**src/rtl/button_reader.sv**
```systemverilog
// button_reader: synchronizes and debounces a raw push-button pin, producing a
// clean level, one-cycle press/release pulses, an optional long-press pulse and
// a wrapping press counter.
//
// Optional feature: define BUTTON_READER_LONG_PRESS_EN to build the hold
// counter and the long_press pulse. Without it long_press is tied low.
//
// The release event port is named release_pulse because "release" is a
// reserved word in SystemVerilog.

module button_reader #(
   parameter int unsigned DEBOUNCE_CYCLES = 1_000_000,
   parameter int unsigned LONG_CYCLES     = 50_000_000
) (
   input  logic       clk,
   input  logic       rst,
   input  logic       btnpin,
   output logic       level,
   output logic       press,
   output logic       release_pulse,
   output logic       long_press,
   output logic [7:0] press_count
);

   localparam int unsigned CNT_W   = 26;
   localparam int unsigned COUNT_W = 8;
   localparam logic [CNT_W-1:0] DB_LAST = CNT_W'(DEBOUNCE_CYCLES - 1);

   // Reject configurations the 26-bit counters cannot represent.
   if (DEBOUNCE_CYCLES == 0 || DEBOUNCE_CYCLES > (1 << CNT_W) ||
       LONG_CYCLES == 0 || LONG_CYCLES > (1 << CNT_W)) begin : g_bad_cfg
      $error("button_reader: DEBOUNCE_CYCLES/LONG_CYCLES out of range");
   end

   typedef enum logic [1:0] {
      IDLE       = 2'd0,
      DB_PRESS   = 2'd1,
      HELD       = 2'd2,
      DB_RELEASE = 2'd3
   } state_t;

   logic [1:0]         sync_q;
   logic               s;
   state_t             state_q, state_d;
   logic [CNT_W-1:0]   cnt_q, cnt_d;
   logic               level_d;
   logic               press_d;
   logic               release_d;
   logic [COUNT_W-1:0] count_d;

   // Two-flop synchronizer; s is the only internal view of the pin.
   always_ff @(posedge clk) begin
      if (rst) begin
         sync_q <= 2'b00;
      end else begin
         sync_q <= {sync_q[0], btnpin};
      end
   end

   assign s = sync_q[1];

   // State, debounce counter and registered outputs.
   always_ff @(posedge clk) begin
      if (rst) begin
         state_q       <= IDLE;
         cnt_q         <= '0;
         level         <= 1'b0;
         press         <= 1'b0;
         release_pulse <= 1'b0;
         press_count   <= '0;
      end else begin
         state_q       <= state_d;
         cnt_q         <= cnt_d;
         level         <= level_d;
         press         <= press_d;
         release_pulse <= release_d;
         press_count   <= count_d;
      end
   end

   // Debounce FSM: a new level is accepted only after it stays stable.
   always_comb begin
      state_d   = state_q;
      cnt_d     = cnt_q;
      level_d   = level;
      press_d   = 1'b0;
      release_d = 1'b0;
      count_d   = press_count;

      case (state_q)
         IDLE: begin
            if (s) begin
               state_d = DB_PRESS;
               cnt_d   = '0;
            end
         end

         DB_PRESS: begin
            if (!s) begin
               state_d = IDLE;
            end else if (cnt_q == DB_LAST) begin
               state_d = HELD;
               level_d = 1'b1;
               press_d = 1'b1;
               count_d = press_count + COUNT_W'(1);
            end else begin
               cnt_d = cnt_q + CNT_W'(1);
            end
         end

         HELD: begin
            if (!s) begin
               state_d = DB_RELEASE;
               cnt_d   = '0;
            end
         end

         DB_RELEASE: begin
            if (s) begin
               state_d = HELD;
            end else if (cnt_q == DB_LAST) begin
               state_d   = IDLE;
               level_d   = 1'b0;
               release_d = 1'b1;
            end else begin
               cnt_d = cnt_q + CNT_W'(1);
            end
         end

         default: begin
            state_d = IDLE;
            cnt_d   = '0;
         end
      endcase
   end

`ifdef BUTTON_READER_LONG_PRESS_EN

   localparam logic [CNT_W-1:0] LONG_LAST = CNT_W'(LONG_CYCLES - 1);
   localparam logic [CNT_W-1:0] HOLD_MAX  = '1;

   logic [CNT_W-1:0] hold_q, hold_d;
   logic             armed_q, armed_d;
   logic             long_d;
   logic             hold_inc;

   // Hold counter, one-shot arm flag and registered long_press pulse.
   always_ff @(posedge clk) begin
      if (rst) begin
         hold_q     <= '0;
         armed_q    <= 1'b0;
         long_press <= 1'b0;
      end else begin
         hold_q     <= hold_d;
         armed_q    <= armed_d;
         long_press <= long_d;
      end
   end

   // Arm on a confirmed press, disarm on release or after firing once.
   always_comb begin
      hold_d   = hold_q;
      armed_d  = armed_q;
      long_d   = 1'b0;
      hold_inc = 1'b0;

      if (press_d) begin
         hold_d  = '0;
         armed_d = 1'b1;
      end else if (release_d) begin
         hold_d  = '0;
         armed_d = 1'b0;
      end else if (level && (hold_q != HOLD_MAX)) begin
         hold_d   = hold_q + CNT_W'(1);
         hold_inc = 1'b1;
      end

      if (hold_inc && armed_q && (hold_d == LONG_LAST)) begin
         long_d  = 1'b1;
         armed_d = 1'b0;
      end
   end

`else

   assign long_press = 1'b0;

`endif

endmodule

```
**config.mk**
```make
export PLATFORM = sky130hd
export DESIGN_NAME = button_reader
export DESIGN_NICKNAME = d
export VERILOG_FILES = /design/src/rtl/button_reader.sv
export SDC_FILE = /design/constraint.sdc
export NUM_CORES = 1
export LEC_CHECK = 0
export BUFFER_PORTS_ARGS = -buffer_cell sky130_fd_sc_hd__buf_2
export CORE_UTILIZATION = 25
export CTS_CLUSTER_SIZE = 8
export DETAILED_ROUTE_END_ITERATION = 12
export SLEW_MARGIN = 10
export SYNTH_ARGS = -nofsm -noshare
export SYNTH_HDL_FRONTEND = slang
export SYNTH_SLANG_ARGS = --single-unit
```
**constraint.sdc**
```tcl
create_clock -name clk -period 3 [get_ports clk]
set_input_delay 0.15 -clock clk [delete_from_list [all_inputs] [get_ports clk]]
set_output_delay 0.15 -clock clk [all_outputs]
set_load 0.01 [all_outputs]
```
-- After elaboration in Yosys (flattened, before gate mapping)
Cells that the tools add are included.
- eq/ne operators: 12
- multipliers: 0
- shifts and indexed selects: 0
- multiplexer cells: 19
- reductions and logical operators: 8
- bitwise gates (word level): 3
- add/subtract/negate cells: 2
- divide/modulo/power cells: 0
- order comparisons: 0
- operators by type and width (cell ; count):
    two-way mux 26 bit ; 5
    case mux 26 bit (4 select lines) ; 1
    adder 26 x 1 -> 26 bit, second input constant ; 1
    == test 26 x 20 -> 1 bit, second input constant ; 1
    two-way mux 2 bit ; 6
    inequality test 2 bit, second input constant ; 6
    adder 8 x 1 -> 8 bit, second input constant ; 1
    case mux 2 bit (4 select lines) ; 1
    AND reduction 4 bit ; 2
    inequality test 3 bit, second input constant ; 2
    OR reduction 3 bit ; 2
    two-way mux 1 bit ; 5
    AND reduction 5 bit ; 1
    == test 2 bit, second input constant ; 2
    inverter 1 bit ; 3
    AND reduction 3 bit ; 1
    == test 2 x 1 -> 1 bit, second input constant ; 1
    logical NOT 2 bit ; 1
    case mux 1 bit (2 select lines) ; 1
    nonzero test 2 bit ; 1
- register bits after elaboration: 41
- latch bits: 0
- output and inout port bits: 12
- input bits: 3
- memories: 0
- bits in read-only memories: 0
- bits in writable memories: 0

-- Longest topological paths before layout
Gate-level depths: netlist (run 1).
- word-level depth: 4
- gate-level depth with buffers: 8
- mapped depth without buffers: 6

-- Worst setup path after synthesis (run 1)
Ideal clock, no wire load.
- path type: register to register
- start: register cnt_q[0]
- end: register cnt_q[20]
- stages on the path, launching flop included: 7
- setup slack: 800 ps
- setup time: 114 ps
- arrival time: 2086 ps
- path buffers: 0
- cells stage by stage: dfxtp_1 -> ha_1 -> nand3_1 -> nor4_1 -> a21boi_0 -> o2111a_1 -> a21o_1
- word-level cells in the longest chain between the ends: 4
- RTL lines (element ; line ; source):
    from (decl) ; 45 ; logic [CNT_W-1:0] cnt_q, cnt_d;
    from (signal assigned) ; 73 ; cnt_q <= cnt_d;
    adder 26 x 1 -> 26 bit / == test 26 x 20 -> 1 bit (equally long branches) ; n/a ;
    two-way mux 26 bit * ; 101, 121 ;
    two-way mux 26 bit (on tied branches) ; 119, 99 ;
    case mux 26 bit (4 select lines) * ; 90 ; case (state_q)
Every way passes the cells marked *; elsewhere a longest branch is shown, timed or not. The select of a mux whose other input is x is not followed.
A chain may end at the register's enable or synchronous reset.

-- Worst setup path after layout (run 1)
- start: register cnt_q[4]
- end: register cnt_q[19]
Same word-level chain as after synthesis.

==> impl_metrics.py, run 1 <==
metrics = {
    "floorplan": {
        "start_util": 0.258,
        "die_h_um": 93.8,
        "io_pins": 15,
        "core_area_mm2": 0.00818,
        "num_rows": 33,
        "die_area_mm2": 0.00879,
        "die_w_um": 93.8,
    },
    "critical_path": {
        "start_kind": "flop",
        "r2r-start": "cnt_q[4]$_SDFFE_PP0P_",
        "reg2reg_slack_ns": 0.68,
        "critPathRequiredTime_ns": 3.24,
        "cp.arrival_ns": 2.56,
        "crit_path_end": "cnt_q[19]$_SDFFE_PP0P_",
        "worstSetupPathType": "flop to flop",
        "r2r_end": "cnt_q[19]$_SDFFE_PP0P_",
        "startpoint": "cnt_q[4]$_SDFFE_PP0P_",
        "reg2reg_depth": 5,
        "crit_fanout": 9,
        "endpoint_kind": "flop",
    },
    "worst_hold_path": {
        "worstHoldPathType": "primary input to flop",
    },
    "clock_network": {
        "clock_latency_ns": 0.30,
        "tritoncts": "done",
        "cts.sinks": 41,
        "clockBufferDepth": 2,
        "h-tree-depth": 2,
        "cts.repair.resized": 0,
        "clkTransAtPathRegs_ns": 0.08,
        "cts_setup_buffers": 0,
        "clockRootBuffer": "clkbuf_8",
        "numCtsBuffers": 5,
        "ctsHoldBuffers": 0,
    },
    "final_layout": {
        "finalInstanceArea_mm2": 0.00238,
        "num-fill-cells": 912,
        "multi_input_area_mm2": 0.00119,
        "antenna_cells": 0,
        "layout-drive-gt1-share": 0.120,
        "nets": 270,
        "syn_to_final_growth_pct": 12.8,
        "seq_area_um2": 821,
    },
    "synthesis": {
        "ys_ff_latch": 41,
        "avgSynthCellArea_um2": 8.26,
        "synthCells": 255,
        "ys_seq_area_frac": 0.390,
        "synth_async_sr_flop_share": 0,
        "synth_cell_types": 48,
        "synth_nets": 260,
        "mappedNetlistArea_mm2": 0.00211,
        "yosysWarnings": 0,
        "synth_edf_count": 0,
        "synth-main-ff-cell": "dfxtp_1",
    },
    "sta": {
        "finalCritPeriodShare": 0.775,
        "finalSetupViolations": 0,
        "tightestPinTransition_ns": 0.789,
        "hold_viol_final": 0,
        "max_slew_margin": 0.469,
        "skew_ns": 0.0110,
        "tns_ns": 0,
        "rsz0062_at_grt": "false",
        "period_minus_slack_ns": 2.32,
        "drv_slew": 0,
        "fmax_mhz": 430,
    },
    "global_routing": {
        "track_usage": 0.120,
        "grt_pass1_vias": 1733,
        "overflow": 0,
        "antenna_found_initial": 0,
        "grt_pass1_wl_um": 8430,
        "grt_start_max_net_pins": 36,
    },
    "placed_design": {
        "place_congestion": 0.780,
        "place_hpwl_um": 3390,
        "portBuffers": 13,
        "dpl_cell_area_mm2": 0.00227,
    },
    "route": {
        "vias": 1984,
        "postRouteAntennaNets": 0,
        "dr.pass1.iters": 4,
        "drtIter0Drc": 175,
        "routed_wl_um": 5040,
        "post_drt_wl_per_cell_um": 13.6,
        "vias_per_cell": 5.35,
        "route.detailed.drc": 0,
    },
    "power": {
        "p_total_uw": 987,
        "vdd_drop_max_mv": 0.241,
        "powerDensity_mw_per_mm2": 415,
        "power_leakage_uw": 0.000850,
    },
    "run": {
        "maxCapViolations": 0,
    },
    "run_status": {
        "status": "finished clean",
    },
}
## registers in the layout, summed over array words and instances, names as in the netlist, named ones only
name	flops
state_q	1
press	1
release_pulse	1
press_count	8
sync_q	2
cnt_q	26
level	1
## metrics by stage
stage / setup WS, ns / utilization / hold WS [ns] / instances
3_3_place_gp: 0.744 / 0.278 / 0.380 / 363
4_1_cts: 0.702 / 0.291 / 0.0848 / 371
5_1_grt: 0.490 / 0.291 / 0.0991 / 371
2_1_floorplan: 0.800 / - / 0.278 / 255
6_report: 0.676 / 0.291 / 0.0797 / 371
3_5_place_dp: 0.711 / 0.278 / 0.389 / 363
## cell usage after synthesis, types with 2 or more instances
master	number	area, µm²
a2111oi_0	2	17.5
a21o_1	7	52.6
a21oi_1	23	115
a31oi_1	8	50.1
and3_1	4	25.0
and4_1	6	52.6
buf_1	2	7.51
buf_4	2	15.0
clkbuf_1	10	37.5
dfxtp_1	41	821
ha_1	2	25.0
inv_1	7	26.3
mux2i_1	2	20.0
nand2_1	16	60.1
nand2b_1	2	12.5
nand3_1	16	80.1
nand4_1	9	56.3
nor2_1	16	60.1
nor2b_1	3	18.8
nor3_1	7	35.0
nor4_1	4	25.0
o2111ai_1	2	17.5
o21ai_0	15	75.1
o31ai_1	8	60.1
or3_1	9	56.3
or4_1	6	45.0
or4_4	2	22.5
xor2_1	4	35.0
## critical path, stage by stage, from the launching register on
cell,delay (ns)
dfxtp_1,0.46
nand4_1,0.22
or4_4,0.61
or3_1,0.32
a2111oi_0,0.54
a21o_1,0.14
## routing by layer
layer  GRT usage  share of wire
met1       0.165           0.49
met2       0.182           0.47
met3      0.0275          0.033
met4      0.0397         0.0091
met5           0              0
## cell usage in the layout, fill, tap and decap left out, drive strengths merged, types with 5 or more instances in the layout
| cell | count |
|---|---|
| a21oi | 23 |
| o21ai | 15 |
| or3 | 9 |
| nand3 | 16 |
| buf | 18 |
| o31ai | 8 |
| inv | 7 |
| dfxtp | 41 |
| and4 | 6 |
| nor2 | 16 |
| nor4 | 5 |
| a31oi | 8 |
| nor3 | 7 |
| a21o | 7 |
| clkbuf | 7 |
| nand2 | 16 |
| nand4 | 10 |
| or4 | 8 |
## final cells by class
cell class | instances | area share
clock buffer | 7 | 0.0405
clock inverter | 1 | 0.00211
sequential | 41 | 0.345
tap | 105 | 0.0553
timing repair buffer | 18 | 0.0432
inverter | 8 | 0.0126
multi-input combinational | 191 | 0.501
## power breakdown
part / internal [µW] / total (µW) / leakage, µW / switching (µW)
clock network: 208 / 402 / 0.0000542 / 194
logic: 8.89 / 34.2 / 0.000465 / 25.3
registers: 547 / 550 / 0.000331 / 3.81
## worst min-delay path by stage
stage	startpoint	end	slack [ns]	cells after the start
after floorplan	btnpin	sync_q[0]$_SDFF_PP0_	0.28	1
after global placement	btnpin	sync_q[0]$_SDFF_PP0_	0.38	2
after detailed placement	btnpin	sync_q[0]$_SDFF_PP0_	0.39	2
after CTS	btnpin	sync_q[0]$_SDFF_PP0_	0.08	2
after global routing	btnpin	sync_q[0]$_SDFF_PP0_	0.1	2
final	btnpin	sync_q[0]$_SDFF_PP0_	0.08	2
## logic make-up (layout without fill, tap and decap cells)
group | Yosys count | count (layout) | synth area share
AO/OA/AOI/OAI | 75 | 75 | 0.229
XOR/XNOR | 5 | 5 | 0.0208
adder cells (fa/ha/maj) | 2 | 2 | 0.0119
buffers and inverters | 23 | 34 | 0.0452
flip-flops | 41 | 41 | 0.390
multiplexers | 2 | 2 | 0.00951
other | 1 | 1 | 0.00178
AND/OR/NAND/NOR | 106 | 106 | 0.292
Note: power is estimated with default switching activity, not from simulation.
==> run 2: changes to the inputs <==
==> constraint.sdc (replaced) <==
create_clock -name clk -period 2.4 [get_ports clk]
set_input_delay 0.12 -clock clk [delete_from_list [all_inputs] [get_ports clk]]
set_output_delay 0.12 -clock clk [all_outputs]
set_load 0.01 [all_outputs]
==> run 2 against run 1 <==
Worst hold slack worse by 0.014 ns. Flip-flop and latch count did not move. Largest power group unchanged. Total power rose by 16%. Die area is the same. Design area increased by 2.6%. Utilization grew 0.77 points. Register-to-register slack worse by 0.53 ns. Maximum frequency rose by 3.0%.
==> impl_metrics.py, run 2 (synthesis results as in run 1) <==
metrics = {
    "clock_network": {
        "clockRootBuffer": "clkbuf_8",
        "numCtsBuffers": 5,
        "ctsHoldBuffers": 0,
        "cts.repair.resized": 0,
        "clockBufferDepth": 2,
        "tritoncts": "done",
        "clock_latency_ns": 0.29,
        "cts.sinks": 41,
        "cts_setup_buffers": 0,
        "h-tree-depth": 2,
        "clkTransAtPathRegs_ns": 0.07,
    },
    "critical_path": {
        "startpoint": "cnt_q[8]$_SDFFE_PP0P_",
        "cp.arrival_ns": 2.49,
        "reg2reg_slack_ns": 0.14,
        "r2r-start": "cnt_q[8]$_SDFFE_PP0P_",
        "start_kind": "flop",
        "crit_fanout": 5,
        "critPathSlowestCell": "or4_4",
        "critPathRequiredTime_ns": 2.63,
        "worstSetupPathType": "flop to flop",
        "endpoint_kind": "flop",
        "critical_path.max_stage_delay_ns": 0.59,
        "path_cells": "nand4_1 > or4_4 > or4_1 > a2111oi_2 > a21o_1",
    },
    "sta": {
        "period_minus_slack_ns": 2.26,
        "finalCritPeriodShare": 0.940,
        "drv_slew": 0,
        "hold_viol_final": 0,
        "rsz0062_at_grt": "false",
        "tns_ns": 0,
        "fmax_mhz": 443,
        "finalSetupViolations": 0,
        "fin_ws_ns": 0.144,
        "skew_ns": 0.00644,
    },
    "final_layout": {
        "fin_util": 0.298,
        "layout_commonest_cell": "dfxtp_1",
        "num-fill-cells": 899,
        "final_cell_mix": "41 x dfxtp_1, 23 x a21oi_1, 17 x buf_4",
        "syn_to_final_growth_pct": 15.8,
        "regMostFlops": "cnt_q",
        "largest_register_ffs": 26,
        "nets": 282,
        "antenna_cells": 0,
        "top_regs": "cnt_q (26), press_count (8), sync_q (2)",
        "layout-drive-gt1-share": 0.152,
    },
    "route": {
        "post_drt_wl_per_cell_um": 13.2,
        "dr.pass1.iters": 4,
        "route.detailed.drc": 0,
        "vias_per_cell": 5.20,
        "drtIter0Drc": 102,
        "vias": 1982,
        "postRouteAntennaNets": 0,
        "routed_wl_um": 5040,
    },
    "run": {
        "maxCapViolations": 0,
    },
    "power": {
        "vdd_drop_max_mv": 0.192,
        "power_frac_comb": 0.041,
        "pwr-share-seq": 0.600,
        "power_leakage_uw": 0.000898,
        "powerDensity_mw_per_mm2": 469,
        "clock_power_share": 0.358,
        "swShare": 0.223,
        "p_int_uw": 889,
        "switching_power_uw": 256,
    },
    "floorplan": {
        "die_h_um": 93.8,
        "start_util": 0.258,
        "num_rows": 33,
        "die_area_mm2": 0.00879,
        "io_pins": 15,
        "die_w_um": 93.8,
        "core_area_mm2": 0.00818,
    },
    "global_routing": {
        "grt_pass1_wl_um": 8540,
        "grt_start_max_net_pins": 19,
        "overflow": 0,
        "track_usage": 0.123,
        "grt_pass1_vias": 1810,
        "antenna_found_initial": 0,
    },
    "placed_design": {
        "place_congestion": 0.786,
        "portBuffers": 13,
        "place_hpwl_um": 3590,
        "place_ws_ns": 0.161,
    },
    "worst_hold_path": {
        "worstHoldPathType": "primary input to flop",
        "hp-start": "btnpin",
    },
    "run_status": {
        "status": "finished clean",
    },
}
-- run 2: cell types whose count changed in the layout (fill, tap and decap cells not counted), sizes merged --
| cell | previous run | this run |
|---|---|---|
| buf | 18 | 30 |
| clkbuf | 7 | 5 |
-- run 2: layer usage --
layer | vias to the layer above | track usage | share of wire
li1 | 1009 | - | -
met1 | 932 | 0.153 | 0.47
met2 | 35 | 0.210 | 0.48
met3 | 6 | 0.0218 | 0.034
met4 | 0 | 0.0436 | 0.016
met5 | - | 0 | 0
-- run 2: critical path: cells and delay by family (launching register included) --
family	cells	cell delay [ns]
flip-flops	1	0.42
AO/OA/AOI/OAI	2	0.48
AND/OR/NAND/NOR	3	1.30
-- run 2: path summary, 6_finish.rpt --
check                                              end  depth (start not counted)
worst min register to register    sync_q[1]$_SDFF_PP0_                          1
worst max register to register  cnt_q[25]$_SDFFE_PP0P_                          5
worst min-delay path              sync_q[0]$_SDFF_PP0_                          2
worst max-delay path            cnt_q[25]$_SDFFE_PP0P_                          5
-- run 2: metrics by stage --
step	hold WS, ns	cell area (µm²)	power [µW]	instances
2_1_floorplan	0.248	2110	734	255
3_3_place_gp	0.352	2360	751	375
3_5_place_dp	0.366	2360	751	375
4_1_cts	0.0650	2440	1160	381
5_1_grt	0.0888	2440	1190	381
6_report	0.0654	2440	1140	381
-- run 2: power groups by stage --
stage | clock, µW | sequential [µW] | combinational, µW
floorplan | 0 | 702 | 31.5
global placement | 0 | 703 | 47.8
detailed placement | 0 | 703 | 47.7
CTS | 427 | 687 | 47.5
global route | 447 | 688 | 52.9
finish | 410 | 687 | 47.4
-- run 2: layout make-up --
class	instances	area, µm²	share of cell area
timing repair buffer	30	193	0.0790
multi-input combinational	191	1190	0.488
inverter	8	30.0	0.0123
tap	105	131	0.0539
clock buffer	5	68.8	0.0282
sequential	41	821	0.337
clock inverter	1	5.00	0.00205
